### config.mk
export PLATFORM = sky130hd
export DESIGN_NAME = uart_pic_loader
export DESIGN_NICKNAME = d
export VERILOG_FILES = /design/src/rtl/uart_pic_loader.sv
export SDC_FILE = /design/constraint.sdc
export NUM_CORES = 1
export LEC_CHECK = 0
export CAP_MARGIN = 5
export CORE_MARGIN = 2
export CORE_UTILIZATION = 40
export CTS_BUF_LIST = sky130_fd_sc_hd__clkbuf_4
export DETAILED_ROUTE_END_ITERATION = 6
export PLACE_DENSITY_LB_ADDON = 0.3
export SLEW_MARGIN = 20
export SYNTH_ARGS = -nofsm -noshare
export SYNTH_HDL_FRONTEND = slang
export SYNTH_SLANG_ARGS = --single-unit
### constraint.sdc
create_clock -name sys_clk -period 4.1 [get_ports sys_clk]
set_input_delay 0.82 -clock sys_clk [delete_from_list [all_inputs] [get_ports sys_clk]]
set_output_delay 0.82 -clock sys_clk [all_outputs]
set_load 0.05 [all_outputs]
### src/rtl/uart_pic_loader.sv
// uart_pic_loader: framed UART byte stream (sync, mode, payload) to picture RAM.
// Optional trailing checksum byte is enabled by defining CHKSUM_EN.

module uart_pic_loader #(
  parameter int         PIC_W       = 100,
  parameter int         PIC_H       = 100,
  parameter int         PIX_BYTES   = 1,
  parameter int         ADDR_W      = 14,
  parameter logic [7:0] SYNC_BYTE   = 8'hA5,
  parameter int         TIMEOUT_CYC = 50_000_000
) (
  input  logic                   sys_clk,
  input  logic                   sys_rst,
  input  logic [7:0]             pi_data,
  input  logic                   pi_flag,
  output logic                   wr_en,
  output logic [ADDR_W-1:0]      wr_addr,
  output logic [8*PIX_BYTES-1:0] wr_data,
  output logic                   busy,
  output logic                   frame_done,
  output logic                   frame_err
);

  localparam int DW = 8 * PIX_BYTES;
  localparam int XW = (PIC_W > 1) ? $clog2(PIC_W) : 1;
  localparam int YW = (PIC_H > 1) ? $clog2(PIC_H) : 1;
  localparam int TW = $clog2(TIMEOUT_CYC + 1);

  localparam logic [XW-1:0]     X_LAST = XW'(PIC_W - 1);
  localparam logic [YW-1:0]     Y_LAST = YW'(PIC_H - 1);
  localparam logic [ADDR_W-1:0] A_LAST = ADDR_W'(PIC_W * PIC_H - 1);
  localparam logic [TW-1:0]     T_MAX  = TW'(TIMEOUT_CYC);
  localparam logic [1:0]        B_LAST = 2'(PIX_BYTES - 1);

  typedef enum logic [2:0] {
    S_IDLE, S_MODE, S_RAW, S_FVAL,
    S_FILL, S_END,  S_ERR, S_CHK
  } state_t;

`ifdef CHKSUM_EN
  localparam state_t S_TAIL = S_CHK;
`else
  localparam state_t S_TAIL = S_END;
`endif

  state_t            state_q, state_d;
  logic [TW-1:0]     cnt_q, cnt_d;
  logic [ADDR_W-1:0] idx_q, idx_d;
  logic [XW-1:0]     x_q, x_d;
  logic [YW-1:0]     y_q, y_d;
  logic [1:0]        bcnt_q, bcnt_d;
  logic [DW-1:0]     shf_q, shf_d;
  logic              wr_en_q, wr_en_d;
  logic [ADDR_W-1:0] wr_addr_q, wr_addr_d;
  logic [DW-1:0]     wr_data_q, wr_data_d;
`ifdef CHKSUM_EN
  logic [7:0]        sum_q, sum_d;
`endif

  logic          timed;
  logic          tmo;
  logic          last_b;
  logic          last_p;
  logic [DW-1:0] asm_px;

  // State and datapath registers
  always_ff @(posedge sys_clk) begin
    if (sys_rst) begin
      state_q   <= S_IDLE;
      cnt_q     <= '0;
      idx_q     <= '0;
      x_q       <= '0;
      y_q       <= '0;
      bcnt_q    <= '0;
      shf_q     <= '0;
      wr_en_q   <= 1'b0;
      wr_addr_q <= '0;
      wr_data_q <= '0;
`ifdef CHKSUM_EN
      sum_q     <= '0;
`endif
    end else begin
      state_q   <= state_d;
      cnt_q     <= cnt_d;
      idx_q     <= idx_d;
      x_q       <= x_d;
      y_q       <= y_d;
      bcnt_q    <= bcnt_d;
      shf_q     <= shf_d;
      wr_en_q   <= wr_en_d;
      wr_addr_q <= wr_addr_d;
      wr_data_q <= wr_data_d;
`ifdef CHKSUM_EN
      sum_q     <= sum_d;
`endif
    end
  end

  // Next-state, inter-byte timeout and write generation
  always_comb begin
    state_d   = state_q;
    cnt_d     = '0;
    idx_d     = idx_q;
    x_d       = x_q;
    y_d       = y_q;
    bcnt_d    = bcnt_q;
    shf_d     = shf_q;
    wr_en_d   = 1'b0;
    wr_addr_d = wr_addr_q;
    wr_data_d = wr_data_q;
`ifdef CHKSUM_EN
    sum_d     = sum_q;
`endif

    timed  = (state_q == S_MODE) || (state_q == S_RAW) ||
             (state_q == S_FVAL) || (state_q == S_CHK);
    tmo    = timed && (cnt_q == T_MAX);
    last_b = (bcnt_q == B_LAST);
    last_p = (x_q == X_LAST) && (y_q == Y_LAST);
    asm_px = DW'({shf_q, pi_data});

    if (timed && !pi_flag && !tmo)
      cnt_d = cnt_q + TW'(1);

    // A timeout wins over a byte in the same cycle; the byte is lost.
    if (tmo) begin
      state_d = S_ERR;
    end else begin
      unique case (state_q)
        S_IDLE: begin
          idx_d  = '0;
          x_d    = '0;
          y_d    = '0;
          bcnt_d = '0;
          if (pi_flag && (pi_data == SYNC_BYTE))
            state_d = S_MODE;
        end
        S_MODE: begin
`ifdef CHKSUM_EN
          sum_d = '0;
`endif
          if (pi_flag)
            state_d = pi_data[0] ? S_FVAL : S_RAW;
        end
        S_RAW: begin
          if (pi_flag) begin
`ifdef CHKSUM_EN
            sum_d = sum_q + pi_data;
`endif
            shf_d = asm_px;
            if (last_b) begin
              bcnt_d    = '0;
              wr_en_d   = 1'b1;
              wr_addr_d = idx_q;
              wr_data_d = asm_px;
              idx_d     = idx_q + ADDR_W'(1);
              if (x_q == X_LAST) begin
                x_d = '0;
                y_d = y_q + YW'(1);
              end else begin
                x_d = x_q + XW'(1);
              end
              if (last_p)
                state_d = S_TAIL;
            end else begin
              bcnt_d = bcnt_q + 2'd1;
            end
          end
        end
        S_FVAL: begin
          if (pi_flag) begin
`ifdef CHKSUM_EN
            sum_d = sum_q + pi_data;
`endif
            shf_d = asm_px;
            if (last_b) begin
              bcnt_d  = '0;
              state_d = S_FILL;
            end else begin
              bcnt_d = bcnt_q + 2'd1;
            end
          end
        end
        S_FILL: begin
          wr_en_d   = 1'b1;
          wr_addr_d = idx_q;
          wr_data_d = shf_q;
          idx_d     = idx_q + ADDR_W'(1);
          if (idx_q == A_LAST)
            state_d = S_TAIL;
        end
`ifdef CHKSUM_EN
        S_CHK: begin
          if (pi_flag)
            state_d = (pi_data == sum_q) ? S_END : S_ERR;
        end
`endif
        S_END:   state_d = S_IDLE;
        S_ERR:   state_d = S_IDLE;
        default: state_d = S_IDLE;
      endcase
    end
  end

  assign wr_en      = wr_en_q;
  assign wr_addr    = wr_addr_q;
  assign wr_data    = wr_data_q;
  assign busy       = (state_q != S_IDLE);
  assign frame_done = (state_q == S_END);
  assign frame_err  = (state_q == S_ERR);

endmodule
==> summary.md, run 1 <==
| Metric | Value |
|---|---|
| Status | `finished, final reports clean` |
| Crit path cell chain | `inv_1, nor2_1, clkdlybuf4s50_1` |
| Fin crit share | `72.2%` |
| GP Congestion | `0.831` |
| H-tree levels | `3` |
| Commonest cells after routing, fill and taps aside | `90 x dfxtp_1, 61 x a21oi_1, 49 x nor2_1` |
| Worst Path Max Fanout | `11` |
| Hold Path Class | `register to register` |
| Share of layout cells above drive strength 1 | `roughly 4.9%` |
| Register bit total from synthesis | `90` |
| Initial antenna violation count | `0` |
| Maximum vdd drop | `a little over 400 uV` |
| Mapped Nets | `549` |
| Placement row count | `38` |
| Post-Route WL | `10400 um` |
| Routed via count divided by cell count | `5.73` |
| Crit path DAT | `2.14 ns` |
| Required @ worst endpoint | `3.28 ns` |
| Slew @ Worst Pin | `1.04 ns` |
| Synthesized area per cell | `just over 8 sq um` |
| Total CTS buffers | `9` |
| Clock Skews | `0.0157 ns` |
| Via Count | `~4000` |
| Detailed Routing Iterations Pass 1 | `5` |
| Worst Setup Path Type | `register to output port` |
| Setup total negative slack | `0 ns` |
| Most common cell after layout, fill and taps aside | `dfxtp_1` |
| PwrDens | `473 nW/um^2` |
| Unrepaired setup endpoints after global routing | `false` |
| Dpl ws | `1.06 ns` |
| Core ar. | `10800 sq um` |
| Tmin final | `2.96 ns` |
| Sequential Power Share | `42.8%` |
| Final std cells w/o fill | `696` |
| Switching Share | `41.4%` |
| Gr usage total | `between 10% and 20%` |
| CP max stage cell | `clkdlybuf4s50_1` |
| Comb power frac | `36.8%` |
| Nets@finish | `~570` |
| # IOs | `37` |
| IO buf count | `36` |
| Final setup fails | `0` |
| Initial core utilization | `40.9%` |
| Chip width | `109 um` |
| CTS tree | `done` |
| Global-route wire length before repair | `17500 um` |
| Internal Pwr Total | `0.00136 W` |
| EDFF count, synth | `0` |
| Count of cell types in the netlist | `52` |
| Die height | `109 um` |
| Synthesis Warnings | `0` |
| Drt drc | `0` |
| WL per Instance | `roughly 15 um` |
| DP Cell Count | `around 700` |
| Worst-path clk slew | `0.13 ns` |
| GR Overflow Total | `0` |
| Diodes inserted | `0` |
| Synth Instances | `around 530` |
| Leakage | `1.51 nW` |
| CP Buf/Inv Count | `2` |
| Final slew viol count | `0` |
| Filler cells | `1073` |
| Clock share of power | `20.5%` |
| Post-CTS setup buffers | `0` |
| Clock Latency Late Sink | `0.45 ns` |
| CTS resizes | `0` |
| Fin. Hold Viols | `0` |
| CP Launch Type | `register` |
| Final core utilization | `45.6%` |
| Clk sinks | `90` |
| Fin worst setup slack | `roughly 1.1 ns` |
| Seq/Total Area, Yosys | `40.8%` |
| Main synth FF type | `dfxtp_1` |
| Asr flop ratio synth | `0%` |
| Net switching power | `approximately 0.00097 W` |
| Number of max-cap violations | `0` |
| Largest stage delay, worst path | `~0.81 ns` |
| Final antenna-violating net count | `0` |
| Deepest clock path buffer count | `2` |
| Max frequency | `around 340 MHz` |
| Layout area overhead | `11.5%` |
| FF/Latch Area | `1800 sq um` |
| Hpwl dp | `7030 um` |
| Die Footprint | `around 12000 sq um` |
| CP delay by family, top | `buffers and inverters` |
| Clk root buf | `clkbuf_4` |
| Footprint of the multi-input gates | `2390 sq um` |
| Largest net degree at the start of global routing | `62` |
| Starting DRT DRC Count | `209` |
| Worst rel slew slack | `a little under a third` |
| Post-synthesis instance area | `4410 sq um` |
| Cts hold-fix bufs | `0` |
| CP Capture Type | `output port` |
| Vias in the first global route | `3667` |
[cell type report]
type / count / area share, %
multi-input combinational: 398 / 48.5
clock buffer: 9 / 1.37
inverter: 12 / 0.915
timing repair buffer: 40 / 7.83
clock inverter: 7 / 1.22
tap: 140 / 3.56
sequential: 90 / 36.6
[final timing paths]
kind / start / cells past startpoint / slack [ns] / endpoint
max: state_q[1]$_SDFFE_PP0P_ / 3 / 1.14 / frame_err
max reg2reg: cnt_q[3]$_SDFF_PP0_ / 6 / 1.16 / cnt_q[20]$_SDFF_PP0_
min: cnt_q[0]$_SDFF_PP0_ / 1 / 0.47 / cnt_q[0]$_SDFF_PP0_
min reg2reg: cnt_q[0]$_SDFF_PP0_ / 1 / 0.47 / cnt_q[0]$_SDFF_PP0_
[sequential cells by signal (all words and copies together), names as in the netlist]
signal   flops
wr_data      8
bcnt_q       2
y_q          7
shf_q        8
idx_q       14
wr_addr     14
wr_en        1
x_q          7
state_q      3
cnt_q       26
[worst register-to-register path: cells and delay by family (launching register included)]
family | cells | cell delay, ns
buffers and inverters | 1 | 0.30
and+or+nand+nor | 5 | 2.14
DFF | 1 | 0.37
[logic make-up (layout without fill, tap and decap cells)]
family	Yosys count	count (layout)	synth area share, %
xor+xnor	24	24	4.76
compound gates	151	151	19.7
fa+ha+maj	7	7	1.99
flops	90	90	40.8
buf+inv	43	68	5.16
mux	8	8	1.82
simple gates	208	208	25.8
[power groups by stage]
stage	sequential, W	clock, W	combinational (W)
2_1_floorplan	0.00110	0	0.000568
3_3_place_gp	0.00101	0	0.000834
3_5_place_dp	0.00101	0	0.000851
4_1_cts	0.000995	0.000489	0.000852
5_1_grt	0.00101	0.000526	0.000937
6_report	0.000996	0.000477	0.000857
[per-stage QoR]
stage	hold WS, ns	power [W]	area (sq um)
finish	0.472	0.00233	4920
global route	0.508	0.00247	4920
CTS	0.479	0.00234	4920
detailed placement	0.448	0.00186	4790
global placement	0.435	0.00185	4790
floorplan	0.426	0.00166	4410
[Yosys cell counts (11+ instances only)]
library cell	count	share of area, %
nor2_1	49	4.2
clkbuf_1	15	1.3
xnor2_1	12	2.4
nand3_1	43	4.9
nand4_1	21	3.0
nand2_1	19	1.6
inv_1	12	1.0
a21oi_1	62	7.0
a211oi_1	11	1.9
o21ai_0	47	5.3
dfxtp_1	90	41
xor2_1	12	2.4
[routing by layer]
metal | GRT usage (%) | wire (um) | vias up
met5 | 0 | 0 | -
met1 | 25.7 | 5130 | 1893
met4 | 8.15 | 181 | 0
met3 | 3.47 | 452 | 18
met2 | 28.0 | 4640 | 88
li1 | - | - | 1986
No activity file was read; power rests on OpenSTA's default activity.
==> inputs of run 2 (changes only) <==
clock period = 3 ns   (was 4.1 ns; I/O delays follow)
==> run 2 against run 1 <==
Effect of this change:
- sequential share of layout area is 0.41 points lower
- sequential power is 37% higher
- clock-buffer cell count up 4
- global-route usage shrank 0.45 points
- critical path depth stayed put
- sequential cell count unchanged
- combinational power rose by 39%
- register-to-register slack worse by 0.65 ns
- routed wire length fell by 0.62%
- hold slack improved by 0.010 ns
- first-iteration DRC count shrank 21%
- critical path type unchanged
- critical endpoint unchanged
- largest cell class unchanged
==> summary.md, run 2 (synthesis results as in run 1) <==
| Metric | Value |
|---|---|
| Initial core utilization | `40.9% (unchanged)` |
| CTS resizes | `0 (unchanged)` |
| Gr usage total | `18.1% (was 18.5%)` |
| CTS tree | `done (unchanged)` |
| Number of max-cap violations | `0 (unchanged)` |
| Vias in the first global route | `3780 (was 3667)` |
| Deepest clock path buffer count | `2 (unchanged)` |
| Layout area overhead | `12.8% (was 11.5%)` |
| Worst rel slew slack | `53.0% (was 30.7%)` |
| Tmin final | `2.74 ns` |
| Diodes inserted | `0 (unchanged)` |
| Clock Latency Late Sink | `0.45 ns (about the same)` |
| Routed via count divided by cell count | `5.66 (was 5.73)` |
| Max reg flops | `26 (unchanged)` |
| Status | `finished, final reports clean (unchanged)` |
| Worst-path clk slew | `0.13 ns (about the same)` |
| Setup total negative slack | `0 ns (unchanged)` |
| Core ar. | `10800 sq um (unchanged)` |
| IO buf count | `36 (unchanged)` |
| Detailed Routing Iterations Pass 1 | `4 (was 5)` |
| Fin worst setup slack | `0.265 ns (was 1.14 ns)` |
| Hold Path Class | `register to register (unchanged)` |
| Via Count | `3970 (was 3985)` |
| GP Congestion | `0.849 (was 0.831)` |
| Final setup fails | `0 (unchanged)` |
| Hpwl dp | `6960 um (was 7030 um)` |
| Total CTS buffers | `9 (unchanged)` |
| H-tree levels | `3 (unchanged)` |
| PwrDens | `651 nW/um^2 (was 473 nW/um^2)` |
| Crit path DAT | `2.14 ns (about the same)` |
| Fin. Hold Viols | `0 (unchanged)` |
| Unrepaired setup endpoints after global routing | `false (unchanged)` |
| Clock Skews | `0.0155 ns (was 0.0157 ns)` |
| GR Overflow Total | `0 (unchanged)` |
| Final slew viol count | `0 (unchanged)` |
| Maximum vdd drop | `618 uV (was 409 uV)` |
| Slew @ Worst Pin | `0.705 ns (was 1.04 ns)` |
| Final antenna-violating net count | `0 (unchanged)` |
| Largest register by flop count | `cnt_q (unchanged)` |
| Cts hold-fix bufs | `0 (unchanged)` |
| DP Cell Count | `686 (was 680)` |
| Share of layout cells above drive strength 1 | `6.23% (was 4.86%)` |
| Die Footprint | `11900 sq um (unchanged)` |
| Clk sinks | `90 (unchanged)` |
| Final std cells w/o fill | `702 (was 696)` |
| Clk root buf | `clkbuf_4 (unchanged)` |
| Largest net degree at the start of global routing | `36 (was 62)` |
| Worst Setup Path Type | `register to output port (unchanged)` |
| Fin crit share | `91.2%` |
| Max frequency | `366 MHz` |
| Leakage | `1.55 nW (was 1.51 nW)` |
| CP Capture Type | `output port (unchanged)` |
| Die height | `109 um (unchanged)` |
| Initial antenna violation count | `0 (unchanged)` |
| Worst Path Max Fanout | `11 (unchanged)` |
| # IOs | `37 (unchanged)` |
| CP Launch Type | `register (unchanged)` |
| Dpl ws | `0.360 ns (was 1.06 ns)` |
| Drt drc | `0 (unchanged)` |
| Chip width | `109 um (unchanged)` |
| Placement row count | `38 (unchanged)` |
| Nets@finish | `575 (was 569)` |
| Post-Route WL | `10300 um (was 10400 um)` |
| Filler cells | `1100 (was 1073)` |
| Starting DRT DRC Count | `166 (was 209)` |
| WL per Instance | `14.7 um (was 14.9 um)` |
| Most common cell after layout, fill and taps aside | `dfxtp_1 (unchanged)` |
| Global-route wire length before repair | `17200 um (was 17500 um)` |
| Commonest cells after routing, fill and taps aside | `90 x dfxtp_1, 61 x a21oi_1, 49 x nor2_1 (unchanged)` |
| Post-CTS setup buffers | `0 (unchanged)` |
| Required @ worst endpoint | `2.40 ns (was 3.28 ns)` |
[run 2: changes by cell type in the layout (fill, tap and decap cells not counted)]
cell	change
buf_4	+6
clkbuf_4	+4
clkinv_1	-2
clkinv_2	-1
clkinvlp_4	-1
[run 2: stage by stage]
step | total power, W | instance area [sq um] | hold WS [ns] | util [%]
global placement | 0.00255 | 4840 | 0.441 | 44.8
finish | 0.00324 | 4980 | 0.482 | 46.1
CTS | 0.00326 | 4980 | 0.486 | 46.1
global route | 0.00343 | 4980 | 0.506 | 46.1
detailed placement | 0.00257 | 4840 | 0.457 | 44.8
floorplan | 0.00227 | 4410 | 0.426 | -
[run 2: critical path, cell delays in order (launching register included)]
cell and delay (ns):
dfxtp_1 0.52, inv_1 0.21, nor2_1 0.16, clkdlybuf4s50_1 0.81
[run 2: layout make-up]
type / count / area [sq um] / area share, %
multi-input combinational: 398 / 2390 / 48.0
sequential: 90 / 1800 / 36.2
timing repair buffer: 46 / 430 / 8.65
tap: 140 / 175 / 3.52
clock buffer: 13 / 97.6 / 1.96
inverter: 12 / 45.0 / 0.905
clock inverter: 3 / 40.0 / 0.805
[run 2: worst paths after layout]
path | depth (start not counted) | slack (ns) | start | end
worst max-delay path | 3 | 0.26 | state_q[1]$_SDFFE_PP0P_ | frame_err
worst min-delay path | 2 | 0.48 | bcnt_q[0]$_SDFFE_PP0P_ | bcnt_q[0]$_SDFFE_PP0P_
worst max register to register | 6 | 0.51 | cnt_q[3]$_SDFF_PP0_ | y_q[6]$_SDFFE_PP0P_
worst min register to register | 2 | 0.48 | bcnt_q[0]$_SDFFE_PP0P_ | bcnt_q[0]$_SDFFE_PP0P_
[run 2: routing by layer]
layer	GRT usage, %	part of all wire, %	vias up
met2	29.0	46	115
met1	23.6	46	1852
met5	0	0	-
met4	7.60	1.9	0
li1	-	-	1988
met3	3.83	6.0	15
[run 2: power breakdown]
| part | switching (W) | internal [W] |
|---|---|---|
| Combinational | 0.000827 | 0.000367 |
| Clock | 0.000395 | 0.000290 |
| Sequential | 0.0000816 | 0.00128 |
| Total | 0.00130 | 0.00193 |
==> inputs of run 3 (changes only) <==
CORE_MARGIN = not set   (was 2)
SLEW_MARGIN = not set   (was 20)
==> run 3 against run 2 <==
Effect of this change:
- sequential power about the same
- sequential cell count unchanged
- critical path type unchanged
- global-route usage is 0.91 points higher
==> summary.md, run 3 (synthesis results as in run 1) <==
| Metric | Value |
|---|---|
| Setup total negative slack | `0 ns (unchanged)` |
| Footprint of the multi-input gates | `2390 sq um (unchanged)` |
| WHS Endpoint | `cnt_q[0]$_SDFF_PP0_ (was bcnt_q[0]$_SDFFE_PP0P_)` |
| R2R Path Start | `cnt_q[3]$_SDFF_PP0_ (unchanged)` |
| Worst rel slew slack | `54.3% (was 53.0%)` |
| Die height | `107 um (was 109 um)` |
| Total CTS buffers | `9 (unchanged)` |
| Design Area, Final | `5000 sq um (was 4980 sq um)` |
| Starting DRT DRC Count | `182 (was 166)` |
| Clock Latency Late Sink | `0.44 ns (was 0.45 ns)` |
| Tmin final | `2.75 ns (was 2.74 ns)` |
| Crit path cell chain | `or3_1, clkdlybuf4s50_1 (was inv_1, nor2_1, clkdlybuf4s50_1)` |
| Slew @ Worst Pin | `0.685 ns (was 0.705 ns)` |
| Nets@finish | `576 (was 575)` |
| Net switching power | `0.00134 W (was 0.00130 W)` |
| Initial core utilization | `42.0% (was 40.9%)` |
| Leakage | `1.56 nW (was 1.55 nW)` |
| Share of layout cells above drive strength 1 | `6.22% (was 6.23%)` |
| Hold path depth | `1 (was 2)` |
| CTS resizes | `0 (unchanged)` |
| Crit path DAT | `2.15 ns (was 2.14 ns)` |
| Gr usage total | `19.0% (was 18.1%)` |
| Worst Path Max Fanout | `12 (was 11)` |
| Maximum vdd drop | `600 uV (was 618 uV)` |
| Clk root buf | `clkbuf_4 (unchanged)` |
| Initial antenna violation count | `0 (unchanged)` |
| Most common cell after layout, fill and taps aside | `dfxtp_1 (unchanged)` |
| CP Launch Type | `register (unchanged)` |
| Worst Setup Path Type | `register to output port (unchanged)` |
| PwrDens | `663 nW/um^2 (was 651 nW/um^2)` |
| H-tree levels | `3 (unchanged)` |
| Critical R2R Capture | `cnt_q[15]$_SDFF_PP0_ (was y_q[6]$_SDFFE_PP0P_)` |
| Detailed Routing Iterations Pass 1 | `5 (was 4)` |
| Cts hold-fix bufs | `0 (unchanged)` |
| Final antenna-violating net count | `0 (unchanged)` |
| Largest stage delay, worst path | `0.83 ns (was 0.81 ns)` |
| CP Capture Type | `output port (unchanged)` |
| Diodes inserted | `0 (unchanged)` |
| Status | `finished, final reports clean (unchanged)` |
| Global-route wire length before repair | `17800 um (was 17200 um)` |
| Vias in the first global route | `3781 (was 3780)` |
| GP Congestion | `0.813 (was 0.849)` |
| Routed via count divided by cell count | `5.68 (was 5.66)` |
| Filler cells | `1027 (was 1100)` |
| Number of max-cap violations | `0 (unchanged)` |
| Internal Pwr Total | `0.00198 W (was 0.00193 W)` |
| IO buf count | `36 (unchanged)` |
| CP max stage cell | `clkdlybuf4s50_1 (unchanged)` |
| Fin worst setup slack | `0.248 ns (was 0.265 ns)` |
| Deepest clock path buffer count | `2 (unchanged)` |
| Hold Path Class | `register to register (unchanged)` |
| Die Footprint | `11500 sq um (was 11900 sq um)` |
| Top routing layer used | `met4 (unchanged)` |
| Clock Skews | `0.0211 ns (was 0.0155 ns)` |
| Hold Startpoint | `cnt_q[0]$_SDFF_PP0_ (was bcnt_q[0]$_SDFFE_PP0P_)` |
| Unrepaired setup endpoints after global routing | `false (unchanged)` |
| Worst R2R Path Depth | `7 (was 6)` |
| Sequential Power Share | `40.9% (was 42.0%)` |
| Routed wl met2 | `4720 um (was 4770 um)` |
| Largest net degree at the start of global routing | `36 (unchanged)` |
| Area after DPL | `4840 sq um (about the same)` |
| Core ar. | `10500 sq um (was 10800 sq um)` |
| Placement row count | `37 (was 38)` |
| Final setup fails | `0 (unchanged)` |
| # IOs | `37 (unchanged)` |
| Clk sinks | `90 (unchanged)` |
| Worst-path clk slew | `0.15 ns (was 0.13 ns)` |
| Final slew viol count | `0 (unchanged)` |
| Chip width | `107 um (was 109 um)` |
| Drt drc | `0 (unchanged)` |
| Dpl ws | `0.381 ns (was 0.360 ns)` |
| Met3 wire len | `460 um (was 624 um)` |
| FF/Latch Area | `1800 sq um (unchanged)` |
| Post-Route WL | `10300 um (about the same)` |
| Largest register by flop count | `cnt_q (unchanged)` |
| Commonest cells after routing, fill and taps aside | `90 x dfxtp_1, 61 x a21oi_1, 49 x nor2_1 (unchanged)` |
| Crit path launch | `state_q[0]$_SDFFE_PP0P_ (was state_q[1]$_SDFFE_PP0P_)` |
| Fin crit share | `91.7% (was 91.2%)` |
| CTS tree | `done (unchanged)` |
| Fin. Hold Viols | `0 (unchanged)` |
| Met1 WL | `4960 um (was 4750 um)` |
| Post-CTS setup buffers | `0 (unchanged)` |
| GR Overflow Total | `0 (unchanged)` |
| Final total power | `0.00332 W (was 0.00324 W)` |
| Comb power frac | `36.3% (was 36.9%)` |
| Switching Share | `40.3% (about the same)` |
| Max frequency | `363 MHz (was 366 MHz)` |
| Clock share of power | `22.7% (was 21.2%)` |
| R2R setup slack | `0.54 ns (was 0.51 ns)` |
| Required @ worst endpoint | `2.40 ns (about the same)` |
| Via Count | `3973 (was 3970)` |
| Hpwl dp | `6960 um (unchanged)` |
| CP Buf/Inv Count | `1 (was 2)` |
| CP delay by family, top | `buffers and inverters (unchanged)` |
| Layout area overhead | `13.4% (was 12.8%)` |
| WL per Instance | `14.7 um (about the same)` |
| Max reg flops | `26 (unchanged)` |
==> run 3: per-layer routing <==
metal	GRT usage, %	vias to the layer above
met2	32.0	87
li1	-	1989
met1	24.8	1882
met3	2.80	15
met4	6.46	0
met5	0	-
==> run 3: worst max path at each step <==
| stage | to | slack [ns] | depth (start not counted) |
|---|---|---|---|
| after floorplan | y_q[6]$_SDFFE_PP0P_ | 0.72 | 7 |
| after global placement | idx_q[12]$_SDFFE_PP0P_ | 0.41 | 7 |
| after detailed placement | idx_q[12]$_SDFFE_PP0P_ | 0.38 | 7 |
| after CTS | frame_err | 0.23 | 3 |
| after global routing | frame_err | 0.15 | 3 |
| final | busy | 0.25 | 2 |
==> run 3: worst reg2reg max path, cell delays in order (launching register included) <==
cell and delay [ns]:
dfxtp_1 0.38, or4_1 0.51, or4_4 0.57, nor3_2 0.21
buf_4 0.21, or4_1 0.13, buf_4 0.27, nor2_1 0.09
==> run 3: final cells by class <==
class,instances,share of cell area [%]
Multi-Input combinational cell,398,47.7
Sequential cell,90,36.0
Timing Repair Buffer,47,8.75
Tap cell,136,3.40
Clock inverter,7,1.88
Clock buffer,9,1.35
Inverter,12,0.900
==> run 3: through the flow <==
stage,hold WS (ns),instances,utilization [%]
after floorplan,0.426,531,-
after global placement,0.447,683,46.1
after detailed placement,0.454,683,46.1
after CTS,0.484,699,47.6
after global routing,0.513,699,47.6
final,0.479,699,47.6
==> run 3: power groups by stage <==
stage          Sequential, W  Combinational [W]  Clock (W)
2_1_floorplan        0.00150           0.000776          0
3_3_place_gp         0.00138            0.00117          0
3_5_place_dp         0.00138            0.00119          0
4_1_cts              0.00136            0.00120   0.000773
5_1_grt              0.00137            0.00131   0.000827
6_report             0.00136            0.00121   0.000755
